<file path="config.mk">
export PLATFORM = sky130hd
export DESIGN_NAME = mem_port_arbiter
export DESIGN_NICKNAME = d
export VERILOG_FILES = /design/src/rtl/mem_arb_pkg.sv /design/src/rtl/rsp_tag_pipe.sv /design/src/rtl/mem_port_arbiter.sv
export SDC_FILE = /design/constraint.sdc
export NUM_CORES = 1
export LEC_CHECK = 0
export ABC_AREA = 1
export CORE_MARGIN = 3
export CORE_UTILIZATION = 36
export CTS_CLUSTER_DIAMETER = 50
export DETAILED_ROUTE_END_ITERATION = 6
export PLACE_DENSITY_LB_ADDON = 0.15
export SKIP_CTS_REPAIR_TIMING = 1
export SYNTH_ARGS = -nofsm -noshare
export SYNTH_HDL_FRONTEND = slang
export SYNTH_SLANG_ARGS = --single-unit
</file>
<file path="constraint.sdc">
create_clock -name clk -period 1.92 [get_ports clk]
set_clock_uncertainty 0.1 [all_clocks]
set_input_delay 0.48 -clock clk [delete_from_list [all_inputs] [get_ports clk]]
set_output_delay 0.48 -clock clk [all_outputs]
set_load 0.01 [all_outputs]
</file>
<file path="src/rtl/mem_arb_pkg.sv">
// Shared types and constants for the unified-memory port arbiter.
package mem_arb_pkg;

    localparam int unsigned ADDR_W_DEF = 32;
    localparam int unsigned DATA_W_DEF = 32;
    localparam int unsigned BE_W       = 4;

    localparam logic [BE_W-1:0] WE_READ = 4'b0000;

    // Owner of an in-flight memory access, used to route read data back.
    typedef enum logic [1:0] {
        OWN_NONE = 2'd0,
        OWN_I    = 2'd1,
        OWN_D    = 2'd2
    } owner_t;

endpackage

</file>
<file path="src/rtl/rsp_tag_pipe.sv">
// Fixed-depth shift register of owner tags aligned with the memory read latency.
module rsp_tag_pipe
    import mem_arb_pkg::*;
#(
    parameter int unsigned DEPTH = 2
) (
    input  logic   clk,
    input  logic   rst_n,
    input  owner_t tag_in,
    output owner_t tag_out
);

    localparam int unsigned TW = $bits(owner_t);

    logic [DEPTH*TW-1:0] tag_q;

    // Shift tags toward the output; flush drops every in-flight read.
    always_ff @(posedge clk or negedge rst_n) begin
        if (!rst_n) begin
            tag_q <= {DEPTH{OWN_NONE}};
        end else begin
            tag_q <= {tag_q[(DEPTH-1)*TW-1:0], tag_in};
        end
    end

    assign tag_out = owner_t'(tag_q[DEPTH*TW-1 -: TW]);

endmodule

</file>
<file path="src/rtl/mem_port_arbiter.sv">
// Shares one single-port RAM between instruction fetch and data access.
module mem_port_arbiter
    import mem_arb_pkg::*;
#(
    parameter int unsigned ADDR_W       = ADDR_W_DEF,
    parameter int unsigned DATA_W       = DATA_W_DEF,
    parameter int unsigned MEM_LAT      = 1,
    parameter int unsigned MAX_D_STREAK = 4
) (
    input  logic              clk,
    input  logic              rst,
    input  logic              i_req,
    input  logic [ADDR_W-1:0] i_addr,
    output logic              i_gnt,
    output logic              i_rvalid,
    output logic [DATA_W-1:0] i_rdata,
    input  logic              d_req,
    input  logic [ADDR_W-1:0] d_addr,
    input  logic [BE_W-1:0]   d_we,
    input  logic [DATA_W-1:0] d_wdata,
    output logic              d_gnt,
    output logic              d_rvalid,
    output logic [DATA_W-1:0] d_rdata,
    output logic [ADDR_W-1:0] mem_addr,
    output logic              mem_read,
    output logic [BE_W-1:0]   mem_write,
    output logic [DATA_W-1:0] mem_data_w,
    input  logic [DATA_W-1:0] mem_data_r
);

    localparam int unsigned STREAK_W = $clog2(MAX_D_STREAK + 1);
    localparam int unsigned PIPE_D   = 1 + MEM_LAT;
    localparam logic [STREAK_W-1:0] STREAK_MAX = STREAK_W'(MAX_D_STREAK);

    logic [STREAK_W-1:0] streak_q;
    logic                streak_full;
    logic                d_is_read;
    owner_t              tag_in;
    owner_t              tag_out;

    // Grant selection: data wins unless it has starved a pending fetch too long.
    always_comb begin
        streak_full = (streak_q == STREAK_MAX);
        d_is_read   = (d_we == WE_READ);
        i_gnt       = 1'b0;
        d_gnt       = 1'b0;
        tag_in      = OWN_NONE;
        if (rst) begin
            if (d_req && (!i_req || !streak_full)) begin
                d_gnt = 1'b1;
            end else if (i_req) begin
                i_gnt = 1'b1;
            end
        end
        if (i_gnt) begin
            tag_in = OWN_I;
        end else if (d_gnt && d_is_read) begin
            tag_in = OWN_D;
        end
    end

    // Count consecutive data grants that bypass a waiting fetch.
    always_ff @(posedge clk or negedge rst) begin
        if (!rst) begin
            streak_q <= '0;
        end else if (!i_req || i_gnt) begin
            streak_q <= '0;
        end else if (d_gnt && !streak_full) begin
            streak_q <= streak_q + STREAK_W'(1);
        end
    end

    // Register the accepted access onto the memory port for one cycle.
    always_ff @(posedge clk or negedge rst) begin
        if (!rst) begin
            mem_addr   <= '0;
            mem_read   <= 1'b0;
            mem_write  <= WE_READ;
            mem_data_w <= '0;
        end else begin
            mem_read  <= 1'b0;
            mem_write <= WE_READ;
            if (i_gnt) begin
                mem_addr <= i_addr;
                mem_read <= 1'b1;
            end else if (d_gnt) begin
                mem_addr   <= d_addr;
                mem_read   <= d_is_read;
                mem_write  <= d_we;
                mem_data_w <= d_wdata;
            end
        end
    end

    rsp_tag_pipe #(
        .DEPTH (PIPE_D)
    ) u_tag_pipe (
        .clk     (clk),
        .rst_n   (rst),
        .tag_in  (tag_in),
        .tag_out (tag_out)
    );

    // Route returning read data to the owner of the oldest access.
    always_comb begin
        i_rvalid = (tag_out == OWN_I);
        d_rvalid = (tag_out == OWN_D);
        i_rdata  = i_rvalid ? mem_data_r : '0;
        d_rdata  = d_rvalid ? mem_data_r : '0;
    end

endmodule

</file>
# After elaboration in Yosys (flattened, before gate mapping)
# Index checks and enable logic that the tools add are counted.
word_totals:
  output_inout_bits: 137
  reg_bits: 76
  elab_cells: 39
  inputBits: 136
classes:
  n_reduce_logical: 11
  bitwise: 1
  muxes: 17
  eq_ne: 3
  addsub: 1
ops:
  columns: ["op", "n"]
  rows:
  - ["$mux W32", 4]
  - ["$mux W4", 2]
  - ["$mux W1", 7]
  - ["$mux W3", 2]
  - ["$logic_not A4 Y1", 1]
  - ["$mux W2", 2]
  - ["$reduce_bool A2 Y1", 2]
  - ["$add A3 B1 Y3 const B", 1]
  - ["$eq A3 B3 Y1 const B", 1]
  - ["$logic_and A1 B1 Y1", 3]
  - ["$eq A2 B1 Y1 const B", 1]
  - ["$eq A2 B2 Y1 const B", 1]
  - ["$logic_not A1 Y1", 2]
  - ["$logic_or A1 B1 Y1", 2]
  - ["$reduce_and A2 Y1", 1]
  - ["$not A1 Y1", 1]

# Logic depth before layout (Yosys ltp)
depth:
  word_depth: 9
  ltp_mapped: 10
  depth_no_buf: 9

# By module
# Synthesis repeated with hierarchy kept, for this count alone.
hier_totals:
  hier_cells: 567
  area_unflattened_um2: 3918.8
modules_own_cells:
  columns: ["mod", "seq_area_each_um2", "area_per_inst_um2", "n_inst", "cells_per_inst"]
  rows:
  - ["mem_port_arbiter", 1801.7, 3803.6, 1, 561]
  - ["rsp_tag_pipe", 100.1, 115.1, 1, 6]

# Worst setup path before layout
# No wires, ideal clock.
synth_path:
  path_kind: "register -> output"
  startpoint: "register streak_q[0]"
  endpoint: "output port i_gnt"
  t_arrival_ns: 1.273
  setup_slack_ns: 0.067
  path_buffers: 2
  required_ns: 1.340
  stages_incl_launch_ff: 9
  cell_sequence: "dfrtp_1 inv_1 ha_1 nand3_1 nand2_2 nand2_1 buf_6 buf_6 inv_1"
synth_via:
  elab_chain_cells: 6
synth_rtl:
  columns: ["item", "line", "rtl"]
  rows:
  - ["start, declared", "mem_port_arbiter.sv:35", "logic [STREAK_W-1:0] streak_q;"]
  - ["start signal, assigned", "mem_port_arbiter.sv:69", "streak_q <= streak_q + STREAK_W'(1);"]
  - ["$eq A3 B3 Y1", "mem_port_arbiter.sv:43", "streak_full = (streak_q == STREAK_MAX);"]
  - ["$logic_not A1 Y1", "mem_port_arbiter.sv:49", "if (d_req && (!i_req || !streak_full)) begin"]
  - ["$logic_or A1 B1 Y1", "mem_port_arbiter.sv:49", null]
  - ["$logic_and A1 B1 Y1", "mem_port_arbiter.sv:49", null]
  - ["$mux W1", "mem_port_arbiter.sv:49", null]
  - ["$mux W1", "mem_port_arbiter.sv:48", "if (rst) begin"]
  - ["end, declared", "mem_port_arbiter.sv:14", "output logic i_gnt,"]
# No other way between the ends.

# Worst setup path in the final report
layout_path:
  startpoint: "register streak_q[0]"
  endpoint: "output port d_gnt"
layout_via:
  elab_chain_cells: 6
layout_rtl:
  columns: ["item", "line", "rtl"]
  rows:
  - ["$eq A3 B3 Y1", "mem_port_arbiter.sv:43", null]
  - ["$logic_not A1 Y1", "mem_port_arbiter.sv:49", null]
  - ["$logic_or A1 B1 Y1", "mem_port_arbiter.sv:49", null]
  - ["$logic_and A1 B1 Y1", "mem_port_arbiter.sv:49", null]
  - ["$mux W1", "mem_port_arbiter.sv:49", null]
  - ["$mux W1", "mem_port_arbiter.sv:48", null]
  - ["end, declared", "mem_port_arbiter.sv:21", "output logic d_gnt,"]
# No other way between the ends.

==> out/metrics.csv <==
metric;value;unit
status;finished, violations left;
violations;negative setup slack;
slew_viol_final;0;
ir_drop;519;uV
synth.avg_cell_area;6.93;um2
syn_inst;565;
wl_per_cell;15.7;um
layout-drive-gt1-share;16.1;%
groute.usage.overall;22.0;%
synth_top_cell_area_share;48.6;%
drc;0;
io_buffers;272;
crit_type;flip-flop to output pin;
core_area;10500;um2
routed_via_density;4.61;
grt-ovfl-total;0;
crit_path_start_kind;flip-flop;
place.gp.congestion;0.767;
power_frac_seq;41.2;%
cts_tree;built;
crit_slowest_cell;dfrtp_1;
drt_iter0_drc;273;
ys_types;16;
relSlewSlack;36.8;%
crit_path_max_fanout;3;
ys_ff_latch;76;
synth_area_leader_cell;dfrtp_1;
die-height;110;um
cts_sinks;76;
end_kind;output pin;
crit_chain;inv_2 -> ha_4 -> nand3_4 -> buf_6 -> nand3_4 -> inv_4 -> buf_6;
start_util;37.4;%
p_per_area;646;nW/um2
maxCapViolations;0;
sw_frac_of_total;28.5;%
fin_crit_sh;106;%
required;1.34;ns
max_stage_delay;0.41;ns
rsz0062_at_grt;true;
synthTopCellsByArea;dfrtp_1 (49%), nand2_1 (19%), inv_1 (10%), nand3_1 (8.3%), nor2_1 (6.7%);
ant_nets;0;
utilization;67.8;%
dp_hpwl;11200;um
layoutNonFillerInstCount;988;
nets;985;
ys_seq_area_share;48.6;%
h-tree-depth;3;
rows;37;
leakagePower;0.00406;uW
grt_pass1_vias;4140;
max_freq;489;MHz
cts_buffer_depth;2;
clock_latency;0.34;ns
hold_violations;0;
mostFrequentLayoutCells;nand2_1 (202), clkdlybuf4s50_1 (202), inv_1 (103);
grt_max_degree;76;
numCtsBuffers;9;
synth_area;3920;um2
period_minus_slack;2.04;ns
arrival;1.46;ns
totalWireLength;15500;um
setup_viol;25;
synth_warnings;0;
layout_setup_ws;-0.124;ns
dpl.cell_count;964;
grt_pass1_wl;20900;um
cts-root-buf;clkbuf_8;
antenna_found_initial;1;
ios;273;
pre_cts_slack;-0.613;ns
die_area;12200;um2
worst_pin_slew;0.948;ns
path_clk_slew;0.09;ns
hold_path_class;flip-flop to flip-flop;
drt_pass1_iterations;4;
die_w;110;um
internal_power;3280;uW
diodes;0;
power.switching;1310;uW
synth_nets;703;
p_clk_share;29.4;%
fillers;897;
p_comb_share;29.3;%
area_growth;81.3;%
vias;4558;
[path summary, 6_finish.rpt]
| kind | startpoint | end | slack [ns] | cells after the start |
|---|---|---|---|---|
| worst max-delay path | streak_q[0]$_DFFE_PN0P_ | d_gnt | -0.12 | 7 |
| worst min-delay path | u_tag_pipe.tag_q[0]$_DFF_PN0_ | u_tag_pipe.tag_q[2]$_DFF_PN0_ | 0.26 | 0 |
| worst max register to register | streak_q[0]$_DFFE_PN0P_ | mem_addr[23]$_DFFE_PN0P_ | 0.11 | 11 |
| worst min register to register | u_tag_pipe.tag_q[0]$_DFF_PN0_ | u_tag_pipe.tag_q[2]$_DFF_PN0_ | 0.26 | 0 |
| max in group asynchronous | rst | mem_data_w[11]$_DFFE_PN0P_ | 0.81 | 2 |
| min in group asynchronous | rst | mem_addr[14]$_DFFE_PN0P_ | 0.30 | 2 |
[sequential cells by signal (all words and copies together) (netlist names)]
name / cells
mem_addr: 32
u_tag_pipe.tag_q: 4
mem_write: 4
mem_read: 1
streak_q: 3
mem_data_w: 32
[per-layer routing]
layer	vias to the layer above	part of all wire, %	global-route usage, %
met4	2	2.5	7.21
met5	-	0.077	0
met3	32	8.8	6.41
met2	189	53	39.9
met1	2126	36	24.7
li1	2209	-	-
[Yosys cell counts, drive strengths merged]
library cell and number:
clkbuf 7, nand3 66, nand2 205, dfrtp 76, inv 110, nor2 70
o21ai 1, xor2 1, nand4 5, buf 22, ha 2
[area by class of cell]
cell class,instances,area [um2],share of cell area (%)
timing repair buffer,300,2840,40.0
sequential,76,1900,26.8
multi-input combinational,350,1550,21.9
inverter,110,415,5.85
tap,136,170,2.40
clock buffer,10,128,1.80
clock inverter,6,88.8,1.25
[stage by stage]
step / power, uW / area, um2 / hold slack, ns / setup TNS (ns)
after floorplan: 2360 / 3920 / 0.0844 / 0
after global placement: 3200 / 6850 / 0.233 / -39.52
after detailed placement: 3240 / 6850 / 0.237 / -42.96
after CTS: 4590 / 7060 / -0.0857 / -33.88
after global routing: 4810 / 7100 / 0.280 / -3.40
final: 4580 / 7100 / 0.257 / -0.654
[power groups by stage]
stage	logic, uW	registers, uW	clock network, uW
2_1_floorplan	359	2000	0
3_3_place_gp	1290	1910	0
3_5_place_dp	1320	1920	0
4_1_cts	1330	1890	1380
5_1_grt	1460	1910	1450
6_report	1350	1890	1350
[cell families (layout without fill, tap and decap cells)]
logic type / count (synthesis) / after routing / synth area share (%)
DFF: 76 / 76 / 48.6
xor gates and xnor gates: 1 / 1 / 0.224
buffers and inverters: 139 / 426 / 14.6
adders and majority gates: 2 / 2 / 0.639
and+or+nand+nor: 346 / 346 / 35.9
AOI/OAI and AO/OA: 1 / 1 / 0.128
[critical path, delay by kind of cell, from the launching register on]
family | cells | cell delay (ns)
DFF | 1 | 0.41
buffers and inverters | 4 | 0.38
and+or+nand+nor | 2 | 0.18
adders and majority gates | 1 | 0.15
No activity file was read; power rests on OpenSTA's default activity.
